### src/rtl/svo_cam_axis.sv
// svo_cam_axis: OV7670 RGB565 byte-bus capture, expanded to RGB888 on an AXI4-stream
// through a small first-word-fall-through FIFO (the camera cannot be stalled).
module svo_cam_axis #(
  parameter int SVO_HOR_PIXELS = 640,
  parameter int SVO_VER_PIXELS = 480,
  parameter int SVO_BITS_PER_PIXEL = 24,
  parameter int FIFO_DEPTH = 16
) (
  input  logic                          clk,
  input  logic                          reset,
  input  logic                          cam_pclk_en,
  input  logic                          cam_vsync,
  input  logic                          cam_href,
  input  logic [7:0]                    cam_data,
  output logic                          out_axis_tvalid,
  input  logic                          out_axis_tready,
  output logic [SVO_BITS_PER_PIXEL-1:0] out_axis_tdata,
  output logic                          out_axis_tuser,
  output logic                          overflow,
  output logic                          frame_done
);
  localparam int XW = $clog2(SVO_HOR_PIXELS + 1);
  localparam int YW = $clog2(SVO_VER_PIXELS + 1);
  localparam int AW = $clog2(FIFO_DEPTH);
  localparam int CW = AW + 1;
  localparam logic [XW-1:0] X_MAX = XW'(SVO_HOR_PIXELS);
  localparam logic [YW-1:0] Y_MAX = YW'(SVO_VER_PIXELS);
  localparam logic [CW-1:0] D_MAX = CW'(FIFO_DEPTH);
  typedef enum logic [2:0] {SYNC, VBLANK, LINE_WAIT, BYTE_HI, BYTE_LO} state_t;
  state_t state_q, state_d;
  logic [XW-1:0] x_q, x_d;
  logic [YW-1:0] y_q, y_d;
  logic [7:0] hi_q, hi_d;
  logic sof_q, sof_d, pushed_q, pushed_d, fd_q, fd_d, pv_q, pv_d, ovf_q;
  logic [SVO_BITS_PER_PIXEL-1:0] pd_q, pd_d;
  logic [SVO_BITS_PER_PIXEL:0] mem [FIFO_DEPTH];
  logic [AW-1:0] wp_q, rp_q;
  logic [CW-1:0] cnt_q;
  logic [4:0] r5, b5;
  logic [5:0] g6;
  logic pop, wr;
  assign r5 = hi_q[7:3];
  assign g6 = {hi_q[2:0], cam_data[7:5]};
  assign b5 = cam_data[4:0];
  assign pop = (cnt_q != '0) && out_axis_tready;
  assign wr = pv_q && (cnt_q != D_MAX || pop);
  // vsync is honoured from every state; SYNC only differs in never reporting a finished frame
  always_comb begin
    state_d = state_q;
    x_d = x_q;
    y_d = y_q;
    hi_d = hi_q;
    pv_d = 1'b0;
    pd_d = pd_q;
    fd_d = 1'b0;
    sof_d = wr ? 1'b0 : sof_q;
    pushed_d = pushed_q | wr;
    if (cam_pclk_en) begin
      if (cam_vsync) begin
        fd_d = (state_q == LINE_WAIT || state_q == BYTE_HI || state_q == BYTE_LO) && pushed_q;
        state_d = VBLANK;
        x_d = '0;
        y_d = '0;
        sof_d = 1'b1;
        pushed_d = 1'b0;
      end else if (state_q == VBLANK) begin
        state_d = LINE_WAIT;
      end else if (state_q != SYNC) begin
        if (!cam_href) begin
          state_d = LINE_WAIT;
          x_d = '0;
          y_d = (x_q != '0 && y_q != Y_MAX) ? y_q + 1'b1 : y_q;
        end else if (state_q == BYTE_LO) begin
          pv_d = x_q < X_MAX && y_q < Y_MAX;
          pd_d = {b5, b5[4:2], g6, g6[5:4], r5, r5[4:2]};
          x_d = (x_q == X_MAX) ? x_q : x_q + 1'b1;
          state_d = BYTE_HI;
        end else begin
          hi_d = cam_data;
          state_d = BYTE_LO;
        end
      end
    end
  end
  always_ff @(posedge clk) begin
    if (reset) begin
      state_q <= SYNC;
      x_q <= '0;
      y_q <= '0;
      hi_q <= '0;
      sof_q <= 1'b0;
      pushed_q <= 1'b0;
      fd_q <= 1'b0;
      pv_q <= 1'b0;
      pd_q <= '0;
      wp_q <= '0;
      rp_q <= '0;
      cnt_q <= '0;
      ovf_q <= 1'b0;
    end else begin
      state_q <= state_d;
      x_q <= x_d;
      y_q <= y_d;
      hi_q <= hi_d;
      sof_q <= sof_d;
      pushed_q <= pushed_d;
      fd_q <= fd_d;
      pv_q <= pv_d;
      pd_q <= pd_d;
      wp_q <= wr ? wp_q + 1'b1 : wp_q;
      rp_q <= pop ? rp_q + 1'b1 : rp_q;
      cnt_q <= cnt_q + CW'(wr) - CW'(pop);
      ovf_q <= ovf_q | (pv_q && !wr);
    end
  end
  always_ff @(posedge clk) if (wr) mem[wp_q] <= {sof_q, pd_q};
  assign out_axis_tvalid = cnt_q != '0;
  assign out_axis_tdata = mem[rp_q][SVO_BITS_PER_PIXEL-1:0];
  assign out_axis_tuser = out_axis_tvalid && mem[rp_q][SVO_BITS_PER_PIXEL];
  assign overflow = ovf_q;
  assign frame_done = fd_q;
endmodule

### config.mk
export PLATFORM = sky130hd
export DESIGN_NAME = svo_cam_axis
export DESIGN_NICKNAME = d
export VERILOG_FILES = /design/src/rtl/svo_cam_axis.sv
export SDC_FILE = /design/constraint.sdc
export NUM_CORES = 1
export LEC_CHECK = 0
export ABC_CLOCK_PERIOD_IN_PS = 3300
export BUFFER_PORTS_ARGS = -buffer_cell sky130_fd_sc_hd__buf_2
export CAP_MARGIN = 20
export CORE_MARGIN = 4
export CORE_UTILIZATION = 45
export CTS_BUF_LIST = sky130_fd_sc_hd__clkbuf_8
export DETAILED_ROUTE_END_ITERATION = 16
export GPL_ROUTABILITY_DRIVEN = 0
export PLACE_DENSITY = 0.61
export SLEW_MARGIN = 20
export SYNTH_ARGS = -nofsm -noshare
export SYNTH_HDL_FRONTEND = slang
export SYNTH_SLANG_ARGS = --single-unit
export TNS_END_PERCENT = 10
### constraint.sdc
create_clock -name clk -period 3.3 [get_ports clk]
set_input_delay 0.495 -clock clk [delete_from_list [all_inputs] [get_ports clk]]
set_output_delay 0.495 -clock clk [all_outputs]
set_load 0.005 [all_outputs]
==> flow_metrics.env <==
export IMPL_cts_tree="built"
export IMPL_grt_first_pass_wirelength_mm=44.9
export IMPL_crit_required_ns=2.80
export IMPL_synth_avg_cell_area_sq_um=17.2
export IMPL_synth_top_family_by_area="multiplexers"
export IMPL_syn_cell_area_sq_um=13500
export IMPL_grt_pass1_vias=7670
export IMPL_port_buffers=41
export IMPL_power_total_uw=8900
export IMPL_final_cell_area_sq_um=15200
export IMPL_syn_instance_count=785
export IMPL_ys_top_cells_by_area="edfxtp_1, mux4_2, dfxtp_1, nand2_1, ha_1"
export IMPL_synth_mux_area_frac=0.148
export IMPL_drive_gt1_frac=0.262
export IMPL_postCtsHoldBufs=0
export IMPL_finalHoldWorstSlack_ns=0.176
export IMPL_min_from="cam_data[5]"
export IMPL_layout_min_cycle_time_ns=3.11
export IMPL_p_comb_frac=0.115
export IMPL_die_height_um=181
export IMPL_p_clk_frac=0.359
export IMPL_layoutNonFillerInstCount=1294
export IMPL_dp_hpwl_mm=17.0
export IMPL_hold_path_class="primary input to register"
export IMPL_placed_area_sq_um=14300
export IMPL_seqPwrFrac=0.527
export IMPL_cts_sinks=340
export IMPL_synth_most_common_cell="edfxtp_1"
export IMPL_seq_area_sq_um=9530
export IMPL_die_area_sq_um=32900
export IMPL_max_slew_margin=0.299
export IMPL_yosys_top_cells_count="edfxtp_1, mux4_2, dfxtp_1, nand2_1, nor2_1"
export IMPL_switchingPower_uw=2160
export IMPL_cts_buffers=53
export IMPL_netlist_area_leader_share=0.604
export IMPL_finalSetupViolations=0
export IMPL_core_area_sq_um=29600
export IMPL_outcome="finished clean"
export IMPL_area_delta_synth_final_pct=12.6
export IMPL_rows=63
export IMPL_clk_latency_ns=0.58
export IMPL_p_per_area_nw_per_um2=585
export IMPL_grt_overflow=0
export IMPL_fin_worst_skew_ns=0.0125
export IMPL_ant_nets=0
export IMPL_power_share_switching=0.243
export IMPL_synthXorXnorAreaFrac=0.00518
export IMPL_synth_async_sr_flop_share=0
export IMPL_tns_ns=0
export IMPL_ys_warnings_count=0
export IMPL_cts_clk_slew_worst_paths_ns=0.06
export IMPL_min_path_cells=3
export IMPL_p_int_uw=6740
export IMPL_ys_ff_latch=340
export IMPL_synth_simple_gate_area_frac=0.0676
export IMPL_ir_worst_vdd_mv=0.253
export IMPL_drt_initial_drc_count=567
export IMPL_drc=0
export IMPL_critPathLaunchType="register"
export IMPL_dieWidth_um=181
export IMPL_rsz0062_at_grt="no"
export IMPL_postCtsResizedCells=0
export IMPL_cts_root_buf="clkbuf_8"
export IMPL_grt_max_degree=39
export IMPL_tightest_slew_ns=1.04
export IMPL_yosys_area_top_type="edfxtp_1"
export IMPL_num_io_pins=42
export IMPL_post_drt_wl_per_cell_um=22.1
export IMPL_antenna_cells=0
export IMPL_cp_arrival_ns=2.61
export IMPL_wirelength_mm=28.6
export IMPL_slew_violations=0
export IMPL_cts_buffer_depth=3
export IMPL_post_cts_setup_buffers=0
export IMPL_initial_core_util=0.456
export IMPL_synth_fa_ha_area_frac=0.0154
export IMPL_fill_cells=2445
export IMPL_synth_nets=815
export IMPL_timing_rr_start="cnt_q[2]"
export IMPL_holdPathEnd="pd_q[10]"
export IMPL_ff2ff_path_depth=14
export IMPL_crit_type="register to output port"
export IMPL_finalHoldViolCount=0
export IMPL_r2r_end="cnt_q[4]"
export IMPL_placed_cells=1195
export IMPL_nets=890
export IMPL_worstSetupEndpointType="output port"
export IMPL_synth_distinct_cells=57
export IMPL_num_vias=7309
export IMPL_drt_first_pass_iters=5
export IMPL_max_freq_mhz=322
export IMPL_crit_fanout=37
export IMPL_grt_antenna_before_repair=2
export IMPL_yosysSeqAreaShare=0.705
export IMPL_multiInputGateArea_sq_um=3690
export IMPL_synth_edf_count=272
export IMPL_synth_compound_area_frac=0.0334
export IMPL_p_leak_uw=0.00424
export IMPL_grt_util_all_layers=0.177
export IMPL_reg2reg_slack_ns=0.21
export IMPL_fin_crit_sh=0.942
export IMPL_max_cap_violations=0
export IMPL_htreeDepth=2
export IMPL_synthFlopType="edfxtp_1"
export IMPL_via_per_inst=5.65
-- power by group through the flow --
stage | registers, uW | logic (uW) | clock network, uW
after detailed placement | 4780 | 1040 | 0
after global placement | 4780 | 993 | 0
final | 4690 | 1020 | 3190
after global routing | 4700 | 1130 | 3500
after CTS | 4690 | 1050 | 3290
after floorplan | 4730 | 844 | 0
-- through the flow --
| stage | setup slack [ns] | utilization |
|---|---|---|
| 6_report | 0.192 | 0.514 |
| 5_1_grt | 0.0124 | 0.514 |
| 3_3_place_gp | 0.465 | 0.481 |
| 4_1_cts | 0.0971 | 0.514 |
| 2_1_floorplan | 0.560 | - |
| 3_5_place_dp | 0.238 | 0.481 |
-- logic make-up after synthesis --
group	Yosys count
DFF	340
and+or+nand+nor	185
muxes	93
buffers and inverters	75
AOI/OAI and AO/OA	68
adders and majority gates	16
xor gates and xnor gates	8
-- critical path: stages (launching register included) --
cell and delay, ns:
dfxtp_4 0.43, buf_12 0.32, mux4_2 0.56, mux4_2 0.55, buf_2 0.16
-- per-layer routing --
metal	part of all wire	track usage	vias up
met5	0.00073	0	-
met4	0.016	0.0480	4
met2	0.52	0.309	242
li1	-	-	3248
met1	0.40	0.227	3772
met3	0.061	0.0356	43
-- cells in the final DEF (no fill, tap or decap), types with 3 or more instances in the layout --
cell	netlist	layout
o311ai_1	4	4
nor3_1	9	5
o21ai_1	3	3
nand4b_1	4	4
clkinv_1	0	15
a21oi_1	30	30
nand3_1	17	17
buf_12	0	3
mux2i_1	8	8
clkbuf_8	0	55
nor2_2	0	12
mux4_2	85	85
nor3_2	0	4
nand2_1	55	55
dfxtp_1	68	66
nand2b_1	8	8
nor2_1	48	36
nand4_1	11	11
and3_1	8	8
buf_4	8	24
nor2b_1	4	4
inv_1	27	48
ha_1	15	15
buf_2	9	41
or4_1	7	7
o211ai_1	3	3
xor2_1	6	6
o21ai_0	3	3
edfxtp_1	272	272
clkinv_2	0	4
o31ai_1	6	6
-- state kept, by name, indices dropped and copies added (netlist names), 4 cells and up, named ones only --
| register | cells |
|---|---|
| mem | 272 |
| rp_q | 4 |
| pd_q | 16 |
| y_q | 9 |
| hi_q | 8 |
| cnt_q | 5 |
| wp_q | 4 |
| x_q | 10 |
-- cell type report --
class | count | share of cell area
Clock buffer | 55 | 0.0497
Clock inverter | 44 | 0.0139
Inverter | 27 | 0.00666
Multi-Input combinational cell | 370 | 0.242
Sequential cell | 340 | 0.626
Tap cell | 390 | 0.0321
Timing Repair Buffer | 68 | 0.0293
-- how the worst max path moves through the flow --
stage | start | end | slack (ns) | depth (start not counted)
2_1_floorplan | cnt_q[2] | mem[1][10] | 0.56 | 6
3_3_place_gp | cnt_q[3] | cnt_q[4] | 0.46 | 14
3_5_place_dp | cnt_q[2] | cnt_q[4] | 0.24 | 14
4_1_cts | register | out_axis_tdata[18] | 0.1 | 4
5_1_grt | cnt_q[2] | cnt_q[4] | 0.01 | 14
6_report | register | out_axis_tdata[18] | 0.19 | 4
No activity file was read; power rests on OpenSTA's default activity.
